**src/rtl/ex_ctrl_pkg.sv**
```systemverilog
// Shared types and constants for the execute-stage hazard controller.
// Shadow entries carry only the per-instruction flags; rd travels beside them at REG_AW width.
package ex_ctrl_pkg;

  typedef enum logic [1:0] {
    RUN      = 2'd0,
    LU_STALL = 2'd1,
    MC_BUSY  = 2'd2
  } state_e;

  localparam logic [1:0] FWD_NONE  = 2'b00;
  localparam logic [1:0] FWD_EXMEM = 2'b01;
  localparam logic [1:0] FWD_MEMWB = 2'b10;

  localparam int REG_X0 = 0;

  typedef struct packed {
    logic valid;
    logic reg_write;
    logic is_load;
  } ex_shadow_t;

  typedef struct packed {
    logic valid;
    logic reg_write;
  } mem_shadow_t;

  // The youngest producer wins, so the two select bits are never set together.
  function automatic logic [1:0] fwd_sel(input logic ex_hit, input logic mem_hit);
    logic [1:0] sel;
    sel = FWD_NONE;
    if (ex_hit) begin
      sel = FWD_EXMEM;
    end else if (mem_hit) begin
      sel = FWD_MEMWB;
    end
    return sel;
  endfunction

endpackage

```
**src/rtl/fwd_match.sv**
```systemverilog
// Compares one ID source operand against one in-flight shadow entry.
// x0 is hard-wired to zero, so it never matches a producer.
module fwd_match
  import ex_ctrl_pkg::*;
#(
  parameter int REG_AW = 5
) (
  input  logic              valid_i,
  input  logic              reg_write_i,
  input  logic [REG_AW-1:0] rd_i,
  input  logic [REG_AW-1:0] rs_i,
  input  logic              uses_rs_i,
  output logic              match_o
);

  assign match_o = valid_i & reg_write_i & uses_rs_i &
                   (rd_i == rs_i) & (rs_i != REG_AW'(REG_X0));

endmodule

```
**src/rtl/ex_hazard_ctrl.sv**
```systemverilog
// Execute-stage hazard controller: forwarding selects, load-use bubble,
// multi-cycle op sequencing with watchdog, and taken-branch flush.
//
// state    | meaning
// RUN      | normal advance; branch flush and load-use detection active
// LU_STALL | one bubble already inserted; consumer advances, picks up load from MEM/WB
// MC_BUSY  | multi-cycle op in EX; front end and ID/EX held until done or watchdog
module ex_hazard_ctrl
  import ex_ctrl_pkg::*;
#(
  parameter int MC_MAX_LAT = 32,
  parameter int REG_AW     = 5
) (
  input  logic              clk_i,
  input  logic              reset_n_i,
  input  logic              id_valid_i,
  input  logic [REG_AW-1:0] id_rs1_i,
  input  logic [REG_AW-1:0] id_rs2_i,
  input  logic              id_uses_rs1_i,
  input  logic              id_uses_rs2_i,
  input  logic [REG_AW-1:0] id_rd_i,
  input  logic              id_reg_write_i,
  input  logic              id_is_load_i,
  input  logic              id_is_mc_i,
  input  logic              branch_taken_i,
  input  logic              mc_done_i,
  output logic [1:0]        f_rs1_o,
  output logic [1:0]        f_rs2_o,
  output logic              stall_front_o,
  output logic              flush_ifid_o,
  output logic              hold_idex_o,
  output logic              bubble_idex_o,
  output logic              bubble_exmem_o,
  output logic              mc_start_o,
  output logic              mc_timeout_o
);

  localparam int CW = ($clog2(MC_MAX_LAT) < 1) ? 1 : $clog2(MC_MAX_LAT);
  localparam logic [CW-1:0] CNT_LAST = CW'(MC_MAX_LAT - 1);

  state_e            state_q, state_d;
  logic [CW-1:0]     cnt_q, cnt_d;
  logic              timeout_q, timeout_d;
  ex_shadow_t        ex_q, ex_d;
  logic [REG_AW-1:0] ex_rd_q, ex_rd_d;
  mem_shadow_t       mem_q, mem_d;
  logic [REG_AW-1:0] mem_rd_q, mem_rd_d;
  logic [1:0]        f1_q, f1_d;
  logic [1:0]        f2_q, f2_d;

  logic m_ex1, m_ex2, m_mem1, m_mem2;
  logic lu_hit;
  logic stall_c, flush_c, hold_c, bub_id_c, bub_mem_c, start_c, advance_c;

  fwd_match #(.REG_AW(REG_AW)) u_match_ex_rs1 (
    .valid_i    (ex_q.valid),
    .reg_write_i(ex_q.reg_write),
    .rd_i       (ex_rd_q),
    .rs_i       (id_rs1_i),
    .uses_rs_i  (id_uses_rs1_i),
    .match_o    (m_ex1)
  );

  fwd_match #(.REG_AW(REG_AW)) u_match_ex_rs2 (
    .valid_i    (ex_q.valid),
    .reg_write_i(ex_q.reg_write),
    .rd_i       (ex_rd_q),
    .rs_i       (id_rs2_i),
    .uses_rs_i  (id_uses_rs2_i),
    .match_o    (m_ex2)
  );

  fwd_match #(.REG_AW(REG_AW)) u_match_mem_rs1 (
    .valid_i    (mem_q.valid),
    .reg_write_i(mem_q.reg_write),
    .rd_i       (mem_rd_q),
    .rs_i       (id_rs1_i),
    .uses_rs_i  (id_uses_rs1_i),
    .match_o    (m_mem1)
  );

  fwd_match #(.REG_AW(REG_AW)) u_match_mem_rs2 (
    .valid_i    (mem_q.valid),
    .reg_write_i(mem_q.reg_write),
    .rd_i       (mem_rd_q),
    .rs_i       (id_rs2_i),
    .uses_rs_i  (id_uses_rs2_i),
    .match_o    (m_mem2)
  );

  assign lu_hit = id_valid_i & ex_q.is_load & (m_ex1 | m_ex2);

  always_comb begin
    state_d   = state_q;
    cnt_d     = cnt_q;
    timeout_d = timeout_q;
    stall_c   = 1'b0;
    flush_c   = 1'b0;
    hold_c    = 1'b0;
    bub_id_c  = 1'b0;
    bub_mem_c = 1'b0;
    start_c   = 1'b0;
    advance_c = 1'b0;

    unique case (state_q)
      MC_BUSY: begin
        start_c = (cnt_q == '0);
        if (mc_done_i || (cnt_q == CNT_LAST)) begin
          // Exit cycle: pipeline advances normally, the mc op moves on to MEM.
          if (!mc_done_i) begin
            timeout_d = 1'b1;
          end
          cnt_d     = '0;
          state_d   = RUN;
          advance_c = 1'b1;
        end else begin
          stall_c   = 1'b1;
          hold_c    = 1'b1;
          bub_mem_c = 1'b1;
          cnt_d     = cnt_q + CW'(1);
        end
      end
      default: begin
        state_d = RUN;
        if (branch_taken_i) begin
          flush_c  = 1'b1;
          bub_id_c = 1'b1;
        end else if ((state_q == RUN) && lu_hit) begin
          stall_c  = 1'b1;
          bub_id_c = 1'b1;
          state_d  = LU_STALL;
        end else begin
          advance_c = 1'b1;
        end
      end
    endcase

    if (advance_c && id_valid_i && id_is_mc_i) begin
      state_d = MC_BUSY;
      cnt_d   = '0;
    end
  end

  always_comb begin
    ex_d     = ex_q;
    ex_rd_d  = ex_rd_q;
    mem_d    = mem_q;
    mem_rd_d = mem_rd_q;
    f1_d     = f1_q;
    f2_d     = f2_q;

    if (hold_c) begin
      mem_d = '0;
    end else if (bub_id_c) begin
      ex_d     = '0;
      mem_d    = '{valid: ex_q.valid, reg_write: ex_q.reg_write};
      mem_rd_d = ex_rd_q;
      f1_d     = FWD_NONE;
      f2_d     = FWD_NONE;
    end else begin
      ex_d     = '{valid: id_valid_i, reg_write: id_reg_write_i, is_load: id_is_load_i};
      ex_rd_d  = id_rd_i;
      mem_d    = '{valid: ex_q.valid, reg_write: ex_q.reg_write};
      mem_rd_d = ex_rd_q;
      f1_d     = id_valid_i ? fwd_sel(m_ex1, m_mem1) : FWD_NONE;
      f2_d     = id_valid_i ? fwd_sel(m_ex2, m_mem2) : FWD_NONE;
    end
  end

  always_ff @(posedge clk_i or negedge reset_n_i) begin
    if (!reset_n_i) begin
      state_q   <= RUN;
      cnt_q     <= '0;
      timeout_q <= 1'b0;
      ex_q      <= '0;
      ex_rd_q   <= '0;
      mem_q     <= '0;
      mem_rd_q  <= '0;
      f1_q      <= FWD_NONE;
      f2_q      <= FWD_NONE;
    end else begin
      state_q   <= state_d;
      cnt_q     <= cnt_d;
      timeout_q <= timeout_d;
      ex_q      <= ex_d;
      ex_rd_q   <= ex_rd_d;
      mem_q     <= mem_d;
      mem_rd_q  <= mem_rd_d;
      f1_q      <= f1_d;
      f2_q      <= f2_d;
    end
  end

  // Combinational controls are forced low while reset is held, independent of inputs.
  assign stall_front_o  = reset_n_i & stall_c;
  assign flush_ifid_o   = reset_n_i & flush_c;
  assign hold_idex_o    = reset_n_i & hold_c;
  assign bubble_idex_o  = reset_n_i & bub_id_c;
  assign bubble_exmem_o = reset_n_i & bub_mem_c;
  assign mc_start_o     = reset_n_i & start_c;
  assign f_rs1_o        = f1_q;
  assign f_rs2_o        = f2_q;
  assign mc_timeout_o   = timeout_q;

endmodule

```
**config.mk**
```make
export PLATFORM = sky130hd
export DESIGN_NAME = ex_hazard_ctrl
export DESIGN_NICKNAME = d
export VERILOG_FILES = /design/src/rtl/ex_ctrl_pkg.sv /design/src/rtl/fwd_match.sv /design/src/rtl/ex_hazard_ctrl.sv
export SDC_FILE = /design/constraint.sdc
export NUM_CORES = 1
export LEC_CHECK = 0
export BUFFER_PORTS_ARGS = -buffer_cell sky130_fd_sc_hd__buf_2
export CAP_MARGIN = 40
export CORE_ASPECT_RATIO = 2
export CORE_MARGIN = 2
export CORE_UTILIZATION = 50
export CTS_CLUSTER_DIAMETER = 40
export DETAILED_ROUTE_END_ITERATION = 10
export PLACE_DENSITY = 0.84
export SLEW_MARGIN = 20
export SYNTH_ARGS = -nofsm -noshare
export SYNTH_HDL_FRONTEND = slang
export SYNTH_SLANG_ARGS = --single-unit
```
**constraint.sdc**
```tcl
create_clock -name clk_i -period 2.6 [get_ports clk_i]
set_input_delay 0.52 -clock clk_i [delete_from_list [all_inputs] [get_ports clk_i]]
set_output_delay 0.52 -clock clk_i [all_outputs]
set_load 0.02 [all_outputs]
```
* Word level (Yosys, flattened, before mapping)
Cells that the tools add are included.
Storage, ports and cells: RAM bits 0, word-level logic and storage cells 88, input bits 25, bits in latches 0, output and inout bits 11, memories kept 0, bits in read-only memories 0, register bits after elaboration 27
Cells by class: shift-type cells 0, div/mod/pow operators 0, multiplexer cells 32, reductions and logical operators 11, bitwise logic cells 25, order comparisons 0, equal/unequal tests 7, add/subtract/negate cells 1, $mul 0
Operator list (count):
- 2-bit two-way mux | 12
- 1-bit AND | 21
- 5-bit == test | 4
- 1-bit two-way mux | 16
- 5-bit two-way mux | 3
- 5-bit nonzero test | 2
- 5-bit by 1-bit adder with 5-bit output (second input constant) | 1
- 5-bit == test (second input constant) | 1
- 5-bit zero test | 1
- 1-bit logical AND | 3
- 3-bit two-way mux | 1
- 3-bit != test (second input constant) | 1
- 1-bit NOT | 3
- 3-bit AND reduction | 1
- 2-bit == test (second input constant) | 1
- 2-bit zero test | 1
- 2-bit AND reduction | 1
- 2-bit nonzero test | 1
- 1-bit logical OR | 1
- 1-bit OR | 1

* Depth between registers and ports, before layout
depth after elaboration 13, gate-level depth with buffers 7

* Hierarchy
From an unflattened synthesis, not the netlist that was laid out.
Unflattened totals: cells, all modules 156, area, all modules 1535.2 um^2
By module, submodules not included:
- ex_hazard_ctrl | cells each 116, times used 1, area an instance 1255.0 um^2
- fwd_match | cells each 10, times used 4, area an instance 70.1 um^2

* Worst setup path after synthesis
No wires, ideal clock.
kind register to output, start reg cnt_q[0], end out hold_idex_o, setup slack -6 ps, path buffers 2, data arrival time 2086 ps, stages on the path, launching flop included 8, path through dfrtp_1 > ha_1 > and3_1 > ha_1 > nor3_1 > clkbuf_1 > and2_1 > buf_4
On the way: word-level cells in the longest chain between the ends 5
RTL lines:
- start, declared | RTL line ex_hazard_ctrl.sv:42 | logic [CW-1:0] cnt_q, cnt_d;
- start signal, assigned | RTL line ex_hazard_ctrl.sv:183 | cnt_q <= cnt_d;
- 5-bit == test | RTL line ex_hazard_ctrl.sv:108 | if (mc_done_i || (cnt_q == CNT_LAST)) begin
- 1-bit logical OR | RTL line ex_hazard_ctrl.sv:108
- 1-bit two-way mux (2 in a row)
- 1-bit AND
- end, declared | RTL line ex_hazard_ctrl.sv:31 | output logic hold_idex_o,
No other way between the ends.

* Worst setup path in the final report
start reg ex_rd_q[0], end out stall_front_o
On the way: word-level cells in the longest chain between the ends 10
RTL lines:
- start, declared | RTL line ex_hazard_ctrl.sv:45 | logic [REG_AW-1:0] ex_rd_q, ex_rd_d;
- start signal, assigned | RTL line ex_hazard_ctrl.sv:186 | ex_rd_q <= ex_rd_d;
- 5-bit == test | RTL line fwd_match.sv:17 | (rd_i == rs_i) & (rs_i != REG_AW'(REG_X0));
- 1-bit AND | RTL line fwd_match.sv:16 | assign match_o = valid_i & reg_write_i & uses_rs_i &
- 1-bit AND | RTL line fwd_match.sv:17
- 1-bit OR (*) | RTL line ex_hazard_ctrl.sv:91 | assign lu_hit = id_valid_i & ex_q.is_load & (m_ex1 | m_ex2);
- 1-bit AND (*) | RTL line ex_hazard_ctrl.sv:91
- 1-bit logical AND (*) | RTL line ex_hazard_ctrl.sv:128 | end else if ((state_q == RUN) && lu_hit) begin
- 1-bit two-way mux (*) | RTL line ex_hazard_ctrl.sv:128
- 1-bit two-way mux (*) | RTL line ex_hazard_ctrl.sv:125 | if (branch_taken_i) begin
- 1-bit two-way mux (*) | RTL line ex_hazard_ctrl.sv:105 | unique case (state_q)
- 1-bit AND (*) | RTL line ex_hazard_ctrl.sv:195 | assign stall_front_o = reset_n_i & stall_c;
- end, declared | RTL line ex_hazard_ctrl.sv:29 | output logic stall_front_o,
Mark *: on every way between the ends. The rest lies on a longest branch, timed or not.

==> metrics.txt <==
# TYPE chip_impl_metric gauge
chip_impl_metric{name="final_max_slew_viol_count",unit=""} 0
chip_impl_metric{name="die_area",unit="um^2"} 3443
chip_impl_metric{name="detailed_placement_wirelength_estimate",unit="um"} 2718
chip_impl_metric{name="io_buffer_count",unit=""} 35
chip_impl_metric{name="ys_warn_count",unit=""} 0
chip_impl_info{name="startpoint_class",value="register"} 1
chip_impl_metric{name="ctsHtreeMaxLevel",unit=""} 1
chip_impl_metric{name="power.switching_fraction",unit="%"} 29.50
chip_impl_metric{name="core_area",unit="um^2"} 2908
chip_impl_info{name="hold_path_class",value="in2async"} 1
chip_impl_metric{name="clock.fmax",unit="GHz"} 0.3638
chip_impl_metric{name="grt_first_pass_wirelength",unit="um"} 5644
chip_impl_metric{name="synth_edf_count",unit=""} 0
chip_impl_info{name="cts-root-buf",value="clkbuf_8"} 1
chip_impl_metric{name="worst-slew-pin-transition",unit="ps"} 372.0
chip_impl_metric{name="numnets_final",unit=""} 230
chip_impl_metric{name="initialDrtViolationCount",unit=""} 22
chip_impl_metric{name="fin_total_pwr",unit="mW"} 1.030
chip_impl_metric{name="vias_per_cell",unit=""} 5.597
chip_impl_info{name="timing.critical_path.max_delay_family",value="compound AO/OA/AOI/OAI gates"} 1
chip_impl_metric{name="timing.max_slew.rel_slack",unit="%"} 75.20
chip_impl_metric{name="leakagePower",unit="nW"} 0.9682
chip_impl_metric{name="fin_skew",unit="ps"} 2.134
chip_impl_metric{name="syn_inst",unit=""} 147
chip_impl_metric{name="yosysSeqAreaShare",unit="%"} 45.57
chip_impl_metric{name="max_cap_viol_count",unit=""} 0
chip_impl_metric{name="grt_overflow",unit=""} 0
chip_impl_metric{name="finalHoldViolCount",unit=""} 0
chip_impl_metric{name="p_int",unit="mW"} 0.7264
chip_impl_info{name="critical_path_class",value="reg2out"} 1
chip_impl_metric{name="wirelength",unit="um"} 3471
chip_impl_metric{name="max_stage_delay",unit="ps"} 530
chip_impl_metric{name="syn_area",unit="um^2"} 1483
chip_impl_metric{name="clkLatencyLatePin",unit="ps"} 270
chip_impl_info{name="layout.cells.most_common_list",value="buf_2, nand2_1, dfrtp_1"} 1
chip_impl_metric{name="layoutNonFillerInstCount",unit=""} 231
chip_impl_metric{name="reg_power_share",unit="%"} 50.6
chip_impl_info{name="synth.top_cells.by_area",value="dfrtp_1, xnor2_1, nand2_1"} 1
chip_impl_metric{name="num_vias",unit=""} 1293
chip_impl_metric{name="post_drt_wl_per_cell",unit="um"} 15.03
chip_impl_metric{name="placed_cells",unit=""} 223
chip_impl_metric{name="critPathMaxFanout",unit=""} 4
chip_impl_metric{name="timing.critical_path.arrival",unit="ps"} 2230
chip_impl_metric{name="setup_viol_count_final",unit=""} 2
chip_impl_metric{name="combPwrFrac",unit="%"} 26.8
chip_impl_metric{name="power.ir.vdd_worst",unit="V"} 0.0003834
chip_impl_info{name="failed_checks",value="negative setup slack"} 1
chip_impl_info{name="rsz0062_at_grt",value="yes"} 1
chip_impl_info{name="crit_path_start",value="ex_rd_q[0]$_DFFE_PN0P_"} 1
chip_impl_info{name="setup.worst_path.end_class",value="output pin"} 1
chip_impl_info{name="sequence_of_cells_on_the_critical_path",value="xnor2_2 -> nand4_1 -> or3_4 -> a2111o_4 -> nor2_4 -> o21a_1 -> buf_6"} 1
chip_impl_metric{name="wp_data_required",unit="ps"} 2080
chip_impl_metric{name="drive_above_1_share",unit="%"} 39.30
chip_impl_metric{name="initial_core_util",unit="%"} 50.99
chip_impl_metric{name="fin_tns_setup",unit="ps"} -295.1
chip_impl_info{name="outcome",value="complete, but fails checks"} 1
chip_impl_metric{name="core.rowCount",unit=""} 28
chip_impl_metric{name="antenna_found_initial",unit=""} 0
chip_impl_metric{name="clockBufferDepth",unit=""} 2
chip_impl_metric{name="grt_use_total",unit="%"} 21.49
chip_impl_metric{name="cp_num_buf_inv",unit=""} 1
chip_impl_info{name="dominantRegCellSynth",value="dfrtp_1"} 1
chip_impl_metric{name="post_synth.cell_area_avg",unit="um^2"} 10.09
chip_impl_metric{name="dieWidth",unit="um"} 42.51
chip_impl_metric{name="grt_start_max_net_pins",unit=""} 20
chip_impl_info{name="critPathSlowestCell",value="a2111o_4"} 1
chip_impl_metric{name="dieHeight",unit="um"} 81.01
chip_impl_info{name="synth_area_leader_cell",value="dfrtp_1"} 1
chip_impl_metric{name="synth_nets",unit=""} 175
chip_impl_info{name="tritoncts_clock_tree",value="done"} 1
chip_impl_metric{name="design.portCount",unit=""} 36
chip_impl_metric{name="yosys.cell_types.count",unit=""} 31
chip_impl_metric{name="ant_nets",unit=""} 0
chip_impl_metric{name="netSwitchingPower",unit="mW"} 0.3040
chip_impl_metric{name="cts.reportedPaths.clkPinSlew",unit="ps"} 90
chip_impl_metric{name="worst_slack",unit="ps"} -148.6
chip_impl_info{name="worstReg2RegStart",value="ex_rd_q[0]$_DFFE_PN0P_"} 1
chip_impl_metric{name="fraction_of_registers_with_async_set_or_reset_after_synthesis",unit="%"} 100.0
chip_impl_metric{name="number_of_clock_buffers_inserted_by_tritoncts",unit=""} 3
chip_impl_metric{name="total_power_divided_by_cell_area",unit="nW/um^2"} 532.3
chip_impl_metric{name="area_growth_syn_to_layout",unit="%"} 30.55
chip_impl_metric{name="yosys_register_bits",unit=""} 27
chip_impl_info{name="final_common_cell",value="buf_2"} 1
chip_impl_metric{name="place.gp.congestion",unit=""} 0.9158
chip_impl_metric{name="drt_pass1_iterations",unit=""} 4
chip_impl_metric{name="clock_power_share",unit="%"} 22.5
chip_impl_metric{name="via_count_of_the_first_global_routing_pass",unit=""} 1254
chip_impl_metric{name="period_utilization_post_route",unit="%"} 105.7
chip_impl_metric{name="cts_hold_buf",unit=""} 0
chip_impl_metric{name="synth_top_cell_area_share",unit="%"} 45.57
chip_impl_metric{name="antenna_cells",unit=""} 0
chip_impl_metric{name="drcViolationCount",unit=""} 0
chip_impl_metric{name="clkSinkCount",unit=""} 27
chip_impl_metric{name="final_period_demand_of_the_worst_path",unit="ps"} 2749
==> cells in the mapped netlist (2+ instances only) <==
cell type / count
and3_1: 3
or3_4: 2
xor2_1: 4
clkbuf_1: 3
ha_1: 3
nor2_1: 3
and2_1: 4
a22o_1: 3
nor3_1: 3
inv_1: 2
dfrtp_1: 27
nand2_1: 31
mux2_4: 5
o31ai_1: 2
xnor2_1: 17
nor4_1: 2
a21oi_1: 3
nand3_1: 7
or4_1: 2
o21ai_0: 8
nand4_1: 3
==> cell families (layout without fill, tap and decap cells) <==
kind of cell               Yosys count  after routing  share of synthesized area [%]
muxes                                6              6                          5.738
AOI/OAI and AO/OA                   21             21                          9.958
adders and majority gates            3              3                          2.532
xor gates and xnor gates            21             21                          12.40
and+or+nand+nor                     63             63                          22.02
buffers and inverters                6             60                          1.772
DFF                                 27             27                          45.57
==> power groups by stage <==
stage / registers [mW] / clock network [mW] / logic [mW]
2_1_floorplan: 0.513 / 0 / 0.166
3_3_place_gp: 0.521 / 0 / 0.238
3_5_place_dp: 0.526 / 0 / 0.249
4_1_cts: 0.520 / 0.237 / 0.269
5_1_grt: 0.530 / 0.257 / 0.304
6_report: 0.522 / 0.232 / 0.276
==> metrics by stage <==
step,hold slack (ps),cell area (um^2),setup WS (ps),util [%]
floorplan,224.4,1488,78.63,-
global placement,440.0,1794,-110.4,61.70
detailed placement,443.0,1794,-175.5,61.70
CTS,158.1,1894,-165.3,65.15
global route,166.2,1936,-232.6,66.57
finish,152.3,1936,-148.6,66.57
==> area by class of cell <==
cell class              count  area, um^2
fillers                   225       972.2
flip-flops and latches     27       679.4
repair buffers             54       326.6
well taps                  30       37.54
clock buffers               4       45.04
inverters                   2       7.507
multi-input cells         114       839.6
==> state kept, by name (all words and copies together) (netlist names), 2 cells and up <==
name and count:
state_q 2, ex_q 3, cnt_q 5, f_rs1_o 2
mem_q 2, f_rs2_o 2, ex_rd_q 5, mem_rd_q 5
==> final timing paths <==
path                       cells after the start  slack [ps]                  endpoint
max reg2reg                                    7         240    ex_rd_q[4]$_DFFE_PN0P_
min reg2reg                                    1         460  mc_timeout_o$_DFFE_PN0P_
min in group clk_i                             1         460  mc_timeout_o$_DFFE_PN0P_
max in group asynchronous                      2        1910    ex_rd_q[0]$_DFFE_PN0P_
max                                            7        -150             stall_front_o
min                                            1         150      cnt_q[0]$_DFFE_PN0P_
==> layer usage <==
metal / routed length, um / global-route usage (%) / vias up
met5: 0 / 0 / -
met4: 63 / 8.438 / 0
met3: 96 / 2.889 / 8
met2: 2068 / 40.31 / 34
met1: 1242 / 23.81 / 632
li1: - / - / 619
==> what timing repair did <==
action	CTS	global route
hold endpoints to repair	0	0
pin swaps	8	4
resized for setup	9	6
setup buffers	2	2
setup endpoints to repair	2	4
Note: power is estimated with default switching activity, not from simulation.
